==> src/rtl/param_sat_updown_counter_if.sv <==
// param_sat_updown_counter_if: control, bound and status bundle for the saturating up/down counter.
// UDC_OVF_COUNT_EN adds the ovf_cnt status field.
interface param_sat_updown_counter_if #(parameter int WIDTH = 8);
  logic en, up, dn, mode, ld, clr_flags;
  logic signed [WIDTH-1:0] step, lo, hi, ld_val, q;
  logic at_max, at_min, ovf_pulse, sticky_ovf, cfg_err;
`ifdef UDC_OVF_COUNT_EN
  logic [15:0] ovf_cnt;
`endif
  modport master(
    output en, up, dn, mode, ld, clr_flags, step, lo, hi, ld_val,
    input q, at_max, at_min, ovf_pulse, sticky_ovf, cfg_err
`ifdef UDC_OVF_COUNT_EN
    , ovf_cnt
`endif
  );
  modport slave(
    input en, up, dn, mode, ld, clr_flags, step, lo, hi, ld_val,
    output q, at_max, at_min, ovf_pulse, sticky_ovf, cfg_err
`ifdef UDC_OVF_COUNT_EN
    , ovf_cnt
`endif
  );
endinterface

==> src/rtl/param_sat_updown_counter.sv <==
// param_sat_updown_counter: signed up/down counter with programmable step, [lo,hi] bounds, saturate/wrap.
// UDC_OVF_COUNT_EN adds a saturating 16-bit overflow event counter.
module param_sat_updown_counter #(
  parameter int WIDTH = 8,
  parameter int RST_VAL = 0
) (
  input logic clk,
  input logic rst,
  param_sat_updown_counter_if.slave bus
);
  localparam int W2 = WIDTH + 2;
  logic rdy, bad, op, upd, ovf, over, under, wrap;
  logic signed [W2-1:0] qx, sx, lx, hx, ldx, nx, vx, rx;
  logic signed [WIDTH-1:0] q_nxt;
  always_comb begin
    qx = {{2{bus.q[WIDTH-1]}}, bus.q};
    sx = {{2{bus.step[WIDTH-1]}}, bus.step};
    lx = {{2{bus.lo[WIDTH-1]}}, bus.lo};
    hx = {{2{bus.hi[WIDTH-1]}}, bus.hi};
    ldx = {{2{bus.ld_val[WIDTH-1]}}, bus.ld_val};
    bad = lx > hx;
    op = bus.en & (bus.up ^ bus.dn);
    nx = bus.up ? qx + sx : qx - sx;
    vx = bus.ld ? ldx : nx;
    over = vx > hx;
    under = vx < lx;
    wrap = bus.mode & ~bus.ld;
    rx = over ? (wrap ? lx : hx) : under ? (wrap ? hx : lx) : vx;
    upd = ~bad & (bus.ld | op);
    ovf = ~bad & ~bus.ld & op & (over | under);
    q_nxt = upd ? WIDTH'(rx) : bus.q;
  end
  // rdy delays the first update to the second edge after reset release
  always_ff @(posedge clk or negedge rst)
    if (!rst) begin
      rdy <= 1'b0;
      bus.q <= WIDTH'(RST_VAL);
      bus.at_max <= 1'b0;
      bus.at_min <= 1'b0;
      bus.ovf_pulse <= 1'b0;
      bus.sticky_ovf <= 1'b0;
      bus.cfg_err <= 1'b0;
    end else if (!rdy) begin
      rdy <= 1'b1;
    end else begin
      bus.q <= q_nxt;
      bus.at_max <= q_nxt == bus.hi;
      bus.at_min <= q_nxt == bus.lo;
      bus.ovf_pulse <= ovf;
      bus.sticky_ovf <= (bus.sticky_ovf & ~bus.clr_flags) | ovf;
      bus.cfg_err <= bad;
    end
`ifdef UDC_OVF_COUNT_EN
  always_ff @(posedge clk or negedge rst)
    if (!rst) bus.ovf_cnt <= '0;
    else if (rdy) bus.ovf_cnt <= bus.clr_flags ? 16'(ovf) : (&bus.ovf_cnt) ? bus.ovf_cnt : bus.ovf_cnt + 16'(ovf);
`endif
endmodule

==> src/flat_wrapper.sv <==
// flat-port wrapper written by rule: the top's interface ports become plain ports
module param_sat_updown_counter_flat 
#(
  parameter int WIDTH = 8,
  parameter int RST_VAL = 0
)
  (clk, rst, bus_en, bus_up, bus_dn, bus_mode, bus_ld, bus_clr_flags, bus_step, bus_lo, bus_hi, bus_ld_val, bus_q, bus_at_max, bus_at_min, bus_ovf_pulse, bus_sticky_ovf, bus_cfg_err);
  param_sat_updown_counter_if #(.WIDTH(WIDTH)) bus_i ();
  input logic clk;
  input logic rst;
  input wire logic [$bits(bus_i.en)-1:0] bus_en;
  input wire logic [$bits(bus_i.up)-1:0] bus_up;
  input wire logic [$bits(bus_i.dn)-1:0] bus_dn;
  input wire logic [$bits(bus_i.mode)-1:0] bus_mode;
  input wire logic [$bits(bus_i.ld)-1:0] bus_ld;
  input wire logic [$bits(bus_i.clr_flags)-1:0] bus_clr_flags;
  input wire logic [$bits(bus_i.step)-1:0] bus_step;
  input wire logic [$bits(bus_i.lo)-1:0] bus_lo;
  input wire logic [$bits(bus_i.hi)-1:0] bus_hi;
  input wire logic [$bits(bus_i.ld_val)-1:0] bus_ld_val;
  output wire logic [$bits(bus_i.q)-1:0] bus_q;
  output wire logic [$bits(bus_i.at_max)-1:0] bus_at_max;
  output wire logic [$bits(bus_i.at_min)-1:0] bus_at_min;
  output wire logic [$bits(bus_i.ovf_pulse)-1:0] bus_ovf_pulse;
  output wire logic [$bits(bus_i.sticky_ovf)-1:0] bus_sticky_ovf;
  output wire logic [$bits(bus_i.cfg_err)-1:0] bus_cfg_err;
  assign bus_i.en = bus_en;
  assign bus_i.up = bus_up;
  assign bus_i.dn = bus_dn;
  assign bus_i.mode = bus_mode;
  assign bus_i.ld = bus_ld;
  assign bus_i.clr_flags = bus_clr_flags;
  assign bus_i.step = bus_step;
  assign bus_i.lo = bus_lo;
  assign bus_i.hi = bus_hi;
  assign bus_i.ld_val = bus_ld_val;
  assign bus_q = bus_i.q;
  assign bus_at_max = bus_i.at_max;
  assign bus_at_min = bus_i.at_min;
  assign bus_ovf_pulse = bus_i.ovf_pulse;
  assign bus_sticky_ovf = bus_i.sticky_ovf;
  assign bus_cfg_err = bus_i.cfg_err;
  param_sat_updown_counter #(.WIDTH(WIDTH), .RST_VAL(RST_VAL)) u_core (.clk(clk), .rst(rst), .bus(bus_i));
endmodule
==> config.mk <==
export PLATFORM = sky130hd
export DESIGN_NAME = param_sat_updown_counter_flat
export DESIGN_NICKNAME = d
export VERILOG_FILES = /design/src/rtl/param_sat_updown_counter_if.sv /design/src/rtl/param_sat_updown_counter.sv /design/src/flat_wrapper.sv
export SDC_FILE = /design/constraint.sdc
export NUM_CORES = 1
export LEC_CHECK = 0
export ABC_AREA = 1
export CAP_MARGIN = 0
export CORE_AREA = 8 8 84 86
export DETAILED_ROUTE_END_ITERATION = 12
export DIE_AREA = 0 0 92 94
export PLACE_DENSITY = 0.84
export SETUP_SLACK_MARGIN = 0.1
export SYNTH_ARGS = -nofsm -noshare
export SYNTH_HDL_FRONTEND = slang
export SYNTH_SLANG_ARGS = --single-unit
export TNS_END_PERCENT = 50
==> constraint.sdc <==
create_clock -name clk -period 3.1 [get_ports clk]
set_input_delay 0.62 -clock clk [delete_from_list [all_inputs] [get_ports clk]]
set_output_delay 0.62 -clock clk [all_outputs]
set_load 0.02 [all_outputs]
# Word level (Yosys, flattened, before mapping)
# Index checks and enable logic that the tools add are counted.
[totals]
ff_bits = 14
latchBits = 0
ramBits = 0
rom_bits = 0
inputBits = 40
output_inout_bits = 13
word_cells = 35
mem_count = 0
[op_classes]
add_sub_neg = 2
multipliers = 0
div = 0
magnitude_cmp = 3
n_eq_ne = 2
shifts = 0
mux = 7
bitwise = 14
n_reduce_logical = 0
[ops]
columns = ["cell", "count"]
rows = [
  ["8-bit 2-to-1 mux", 5],
  ["10-bit 2-to-1 mux", 2],
  ["8-bit equality test", 2],
  ["10-bit by 8-bit greater-than comparator with 1-bit output", 1],
  ["10-bit by 8-bit < comparator with 1-bit output", 1],
  ["8-bit by 8-bit adder with 9-bit output", 1],
  ["8-bit by 8-bit subtractor with 9-bit output", 1],
  ["8-bit greater-than comparator", 1],
  ["1-bit bitwise AND", 7],
  ["1-bit inverter", 3],
  ["1-bit bitwise OR", 3],
  ["1-bit XOR", 1],
]

# Depth between registers and ports, before layout
[depth]
word_depth = 8
mapped_depth = 36
depth_no_buf = 36

# Worst setup path after synthesis
# Ideal clock, no wire load.
[synth_path]
path_kind = "input to register"
from = "input bus_step[0]"
to = "register u_core.bus.at_min"
setup_time_ps = 65
t_arrival_ps = 4008
required_ps = 3035
setup_slack_ps = -973
cell_stages = 31
path_buffers = 0
path_cell_list = "inv_1 > ha_1 > inv_1 > o21ai_0 > inv_1 > fa_1 > nand3b_1 > nand2_1 > nand2_1 > nand2_1 > nand2_1 > nand2_1 > a21oi_1 > xor2_1 > a21oi_1 > ha_1 > inv_2 > nor2_2 > nand2_1 > nor2_1 > nor2_1 > nand3_1 > nand2_2 > nand3_1 > nand3_2 > nand2_2 > nand2_1 > nand2_1 > nor3_1 > nand2_1 > nand2_1"
[synth_via]
elab_chain_cells = 8
elab_cells_between_ends = 10
classes_between = "add/sub (2); order compare (2); eq/ne (1); mux (5)"
[synth_lines]
columns = ["element", "line_no", "source"]
rows = [
  ["start, declared", "flat_wrapper.sv:17", "input wire logic [$bits(bus_i.step)-1:0] bus_step;"],
  ["8-bit by 8-bit subtractor with 9-bit output or 8-bit by 8-bit adder with 9-bit output (tied branches)", "param_sat_updown_counter.sv:23", "nx = bus.up ? qx + sx : qx - sx;"],
  ["10-bit 2-to-1 mux *", "param_sat_updown_counter.sv:23", ""],
  ["10-bit 2-to-1 mux *", "param_sat_updown_counter.sv:24", "vx = bus.ld ? ldx : nx;"],
  ["10-bit by 8-bit < comparator with 1-bit output", "param_sat_updown_counter.sv:26", "under = vx < lx;"],
  ["8-bit 2-to-1 mux", "param_sat_updown_counter.sv:28", "rx = over ? (wrap ? lx : hx) : under ? (wrap ? hx : lx) : vx;"],
  ["8-bit 2-to-1 mux *", "param_sat_updown_counter.sv:28", ""],
  ["8-bit 2-to-1 mux *", "param_sat_updown_counter.sv:31", "q_nxt = upd ? WIDTH'(rx) : bus.q;"],
  ["8-bit equality test *", "param_sat_updown_counter.sv:48", "bus.at_min <= q_nxt == bus.lo;"],
  ["end signal, assigned", "param_sat_updown_counter.sv:48", ""],
  ["end, declared", "param_sat_updown_counter_if.sv:19", "output q, at_max, at_min, ovf_pulse, sticky_ovf, cfg_err"],
]
# Mark *: on every way between the ends. The rest lies on a longest branch, timed or not.
# A chain may end at the register's enable or synchronous reset.

# Worst setup path in the final report
[layout_path]
from = "input bus_step[1]"
to = "register u_core.bus.at_min"
# Same word-level chain as after synthesis.

==> results by group <==
Detailed routing
  – WL/cell: 20.1 um
  – Vias per cell: 5.94
  – Vias: 4069
  – DRT iter0 DRCs: 324
  – Routed WL: 13800 um
  – Antenna viol nets, final: 0
  – Residual DRC: 0
  – DRT Pass-1 Iters: 6

Cells and area
  – Multi-input gate area: 0.00254 mm^2
  – Fin util: 82.2%
  – Post-route insts no fill: 685
  – # diodes: 0
  – P&R area growth vs syn: 78.4%
  – Sequential standard cell area: 350 um^2
  – Number of fillers in the final layout: 362
  – Layout cells sized above 1: 36.9%
  – Nets: 687

STA
  – Max Fclk: 207 MHz
  – Fin crit period: 4.82 ns
  – Max_slew headroom: 50.1%
  – RSZ-0062 raised after global routing: yes
  – Fin Hold WS: 0.494 ns
  – Fin Clk Skew: 0.00742 ns
  – # setup viols final: 12
  – Slew Viols, Final: 0
  – Tcrit/Tclk final: 156%
  – Post-route worst setup slack: -1.72 ns
  – Fin. Hold Viols: 0
  – Worst-margin pin slew: 0.747 ns

Floorplan
  – Die extent in y: 94 um
  – # IOs: 53
  – Total die area: 0.00865 mm^2
  – Core region area: 0.00575 mm^2
  – Initial Utilization: 46.1%
  – Die width: 92 um
  – # rows: 28

Min path
  – Hold Crit Class: reg -> reg
  – Hold depth: 1

Yosys
  – Ranking of synthesized cells by area: nand2_1, ha_1, dfrtp_1
  – Synth warnings: 0
  – Fraction of registers with async set/reset: 100%
  – Synth area leader: nand2_1
  – Dominant synthesized flop cell: dfrtp_1
  – Top-count cell post-synth: nand2_1
  – Post-synth top cells: nand2_1, inv_1, nand3_1
  – Sequential share of the synthesized area: 13.2%
  – Synth Instances: 454
  – Cell Area, Synth: 0.00265 mm^2
  – Yosys cell types: 32
  – Top cell type's share of synthesized area: 19.3%
  – Synthesized flop and latch total: 14
  – Post-synth net total: 530
  – Post-synth EDFFs: 0
  – Avg Synthesized Cell Area: 5.83 um^2

Clock network
  – Clk root buf: clkbuf_8
  – Clock Tree Buf Depth: 2
  – Clock Pin Slew Worst Setup and Hold Paths: 0.07 ns
  – H-tree Lvls: 1
  – CTS tree: yes
  – Total CTS buffers: 3
  – Clk_lat worst skew: 0.26 ns
  – CTS Sinks: 14
  – Hold_buf cts: 0

Setup path
  – Setup Crit Path Kind: in -> reg
  – Slowest cell on crit path: ha_1
  – Critical Path AT: 5.03 ns
  – CP Capture Type: flip-flop
  – Critical-path maximum fanout: 6
  – Req. time, crit path: 3.31 ns
  – FF-to-FF path depth: 27
  – Startpoint Class: input pin
  – Most used cell, CP: nand2_1
  – Worst path max stage delay: 0.31 ns

Placement
  – Gpl congestion: 1.02
  – Pre-CTS worst setup slack: -2.19 ns
  – Post-DP HPWL: 7860 um
  – Port bufs: 52
  – Cell count after placement: 653

Global route
  – First-pass GRT wire length: 18200 um
  – GRT Overall Usage: 26.0%
  – Number of global-route vias before repair: 3994
  – Overflow after GRT: 0
  – Pin count of the biggest net entering global routing: 21
  – Initial antenna violation count: 0

Job
  – Max Cap Violations: 0

Power and ir drop
  – Worst ir drop on vdd: 392 uV
  – Power per cell area: 589 mW/mm^2
  – Leakage: 2.40 nW

Status
  – Failing checks: negative setup slack
  – Status: complete, but fails checks
area by class of cell:
cell class	instances	area share [%]
clock buffers	4	1.17
inverters	63	5.33
multi-input cells	367	53.8
flip-flops and latches	14	7.42
well taps	75	1.99
repair buffers	162	30.3
power breakdown:
group	internal [W]	switching, W
combinational	0.00103	0.00131
sequential	0.000217	0.0000360
clock	0.000113	0.0000816
per-stage QoR:
| step | total power, W | TNS, ns | cell area [um^2] |
|---|---|---|---|
| final | 0.00278 | -18.33 | 4720 |
| after floorplan | 0.00114 | -7.00 | 2740 |
| after detailed placement | 0.00182 | -22.06 | 3960 |
| after global routing | 0.00291 | -19.78 | 4720 |
| after global placement | 0.00177 | -20.22 | 3960 |
| after CTS | 0.00234 | -12.91 | 4420 |
sequential cells by signal, summed over array words and instances (netlist names):
signal,count
u_core.rdy,1
u_core.bus.ovf_pulse,1
u_core.bus.at_min,1
u_core.bus.sticky_ovf,1
u_core.bus.q,8
u_core.bus.at_max,1
u_core.bus.cfg_err,1
timing repair:
| action | CTS | global route |
|---|---|---|
| endpoints found under the setup margin | 12 | 12 |
| resized for setup | 75 | 62 |
| buffers inserted | 20 | 8 |
| pin swaps | 58 | 49 |
per-layer routing:
| layer | GRT usage (%) | routed length, um | vias to the layer above |
|---|---|---|---|
| li1 | - | - | 1781 |
| met4 | 16.4 | 1090 | 0 |
| met2 | 47.4 | 6620 | 330 |
| met1 | 26.6 | 4780 | 1838 |
| met3 | 5.76 | 1300 | 120 |
| met5 | 0 | 0 | - |
cell usage in the layout, fill, tap and decap left out, types with 2 or more instances in the layout:
cell             count
nor2_1              35
inv_2                5
nor3_4               3
a31oi_1              3
clkbuf_2             2
nand3_2             18
o21ai_0             23
o21bai_1             2
nand2_1            112
a21oi_1              8
inv_1               55
or2_2                4
nand3b_1             3
nand4_1              3
a22oi_1              2
xor2_1               7
a21oi_2              5
buf_4               92
clkbuf_8             4
o21ai_2              4
nand3_4             10
buf_12               3
nand3_1             31
buf_6               17
clkdlybuf4s50_1     45
nor2_4               4
dfrtp_1             14
nor2_2               7
nand2_4             11
ha_1                31
ha_4                 4
nand2_2             22
dlygate4sd2_1        2
final timing paths:
| path | start | to | slack (ns) |
|---|---|---|---|
| worst min register to register | u_core.bus.cfg_err | u_core.bus.cfg_err | 0.49 |
| worst max-delay path | bus_step[1] | u_core.bus.at_min | -1.72 |
| min in group asynchronous | rst | u_core.bus.q[1] | 0.80 |
| max in group asynchronous | rst | u_core.bus.at_max | 1.83 |
| worst max register to register | u_core.bus.q[0] | u_core.bus.at_min | -1.09 |
| worst min-delay path | u_core.bus.cfg_err | u_core.bus.cfg_err | 0.49 |
critical path, delay by kind of cell:
kind	cells	cell delay [ns]
AND/OR/NAND/NOR	21	2.64
adder cells (fa/ha/maj)	3	0.75
buffers and inverters	6	0.64
AO/OA/AOI/OAI	1	0.18
XOR/XNOR	1	0.16
kinds of logic after synthesis:
| kind of cell | after synthesis | share of synthesized area, % |
|---|---|---|
| DFF | 14 | 13.2 |
| other | 1 | 0.142 |
| and+or+nand+nor | 268 | 44.7 |
| AOI/OAI and AO/OA | 53 | 11.0 |
| adders and majority gates | 36 | 17.3 |
| buffers and inverters | 73 | 10.6 |
| xor gates and xnor gates | 9 | 2.98 |
Power figures use the tool's default switching activity.
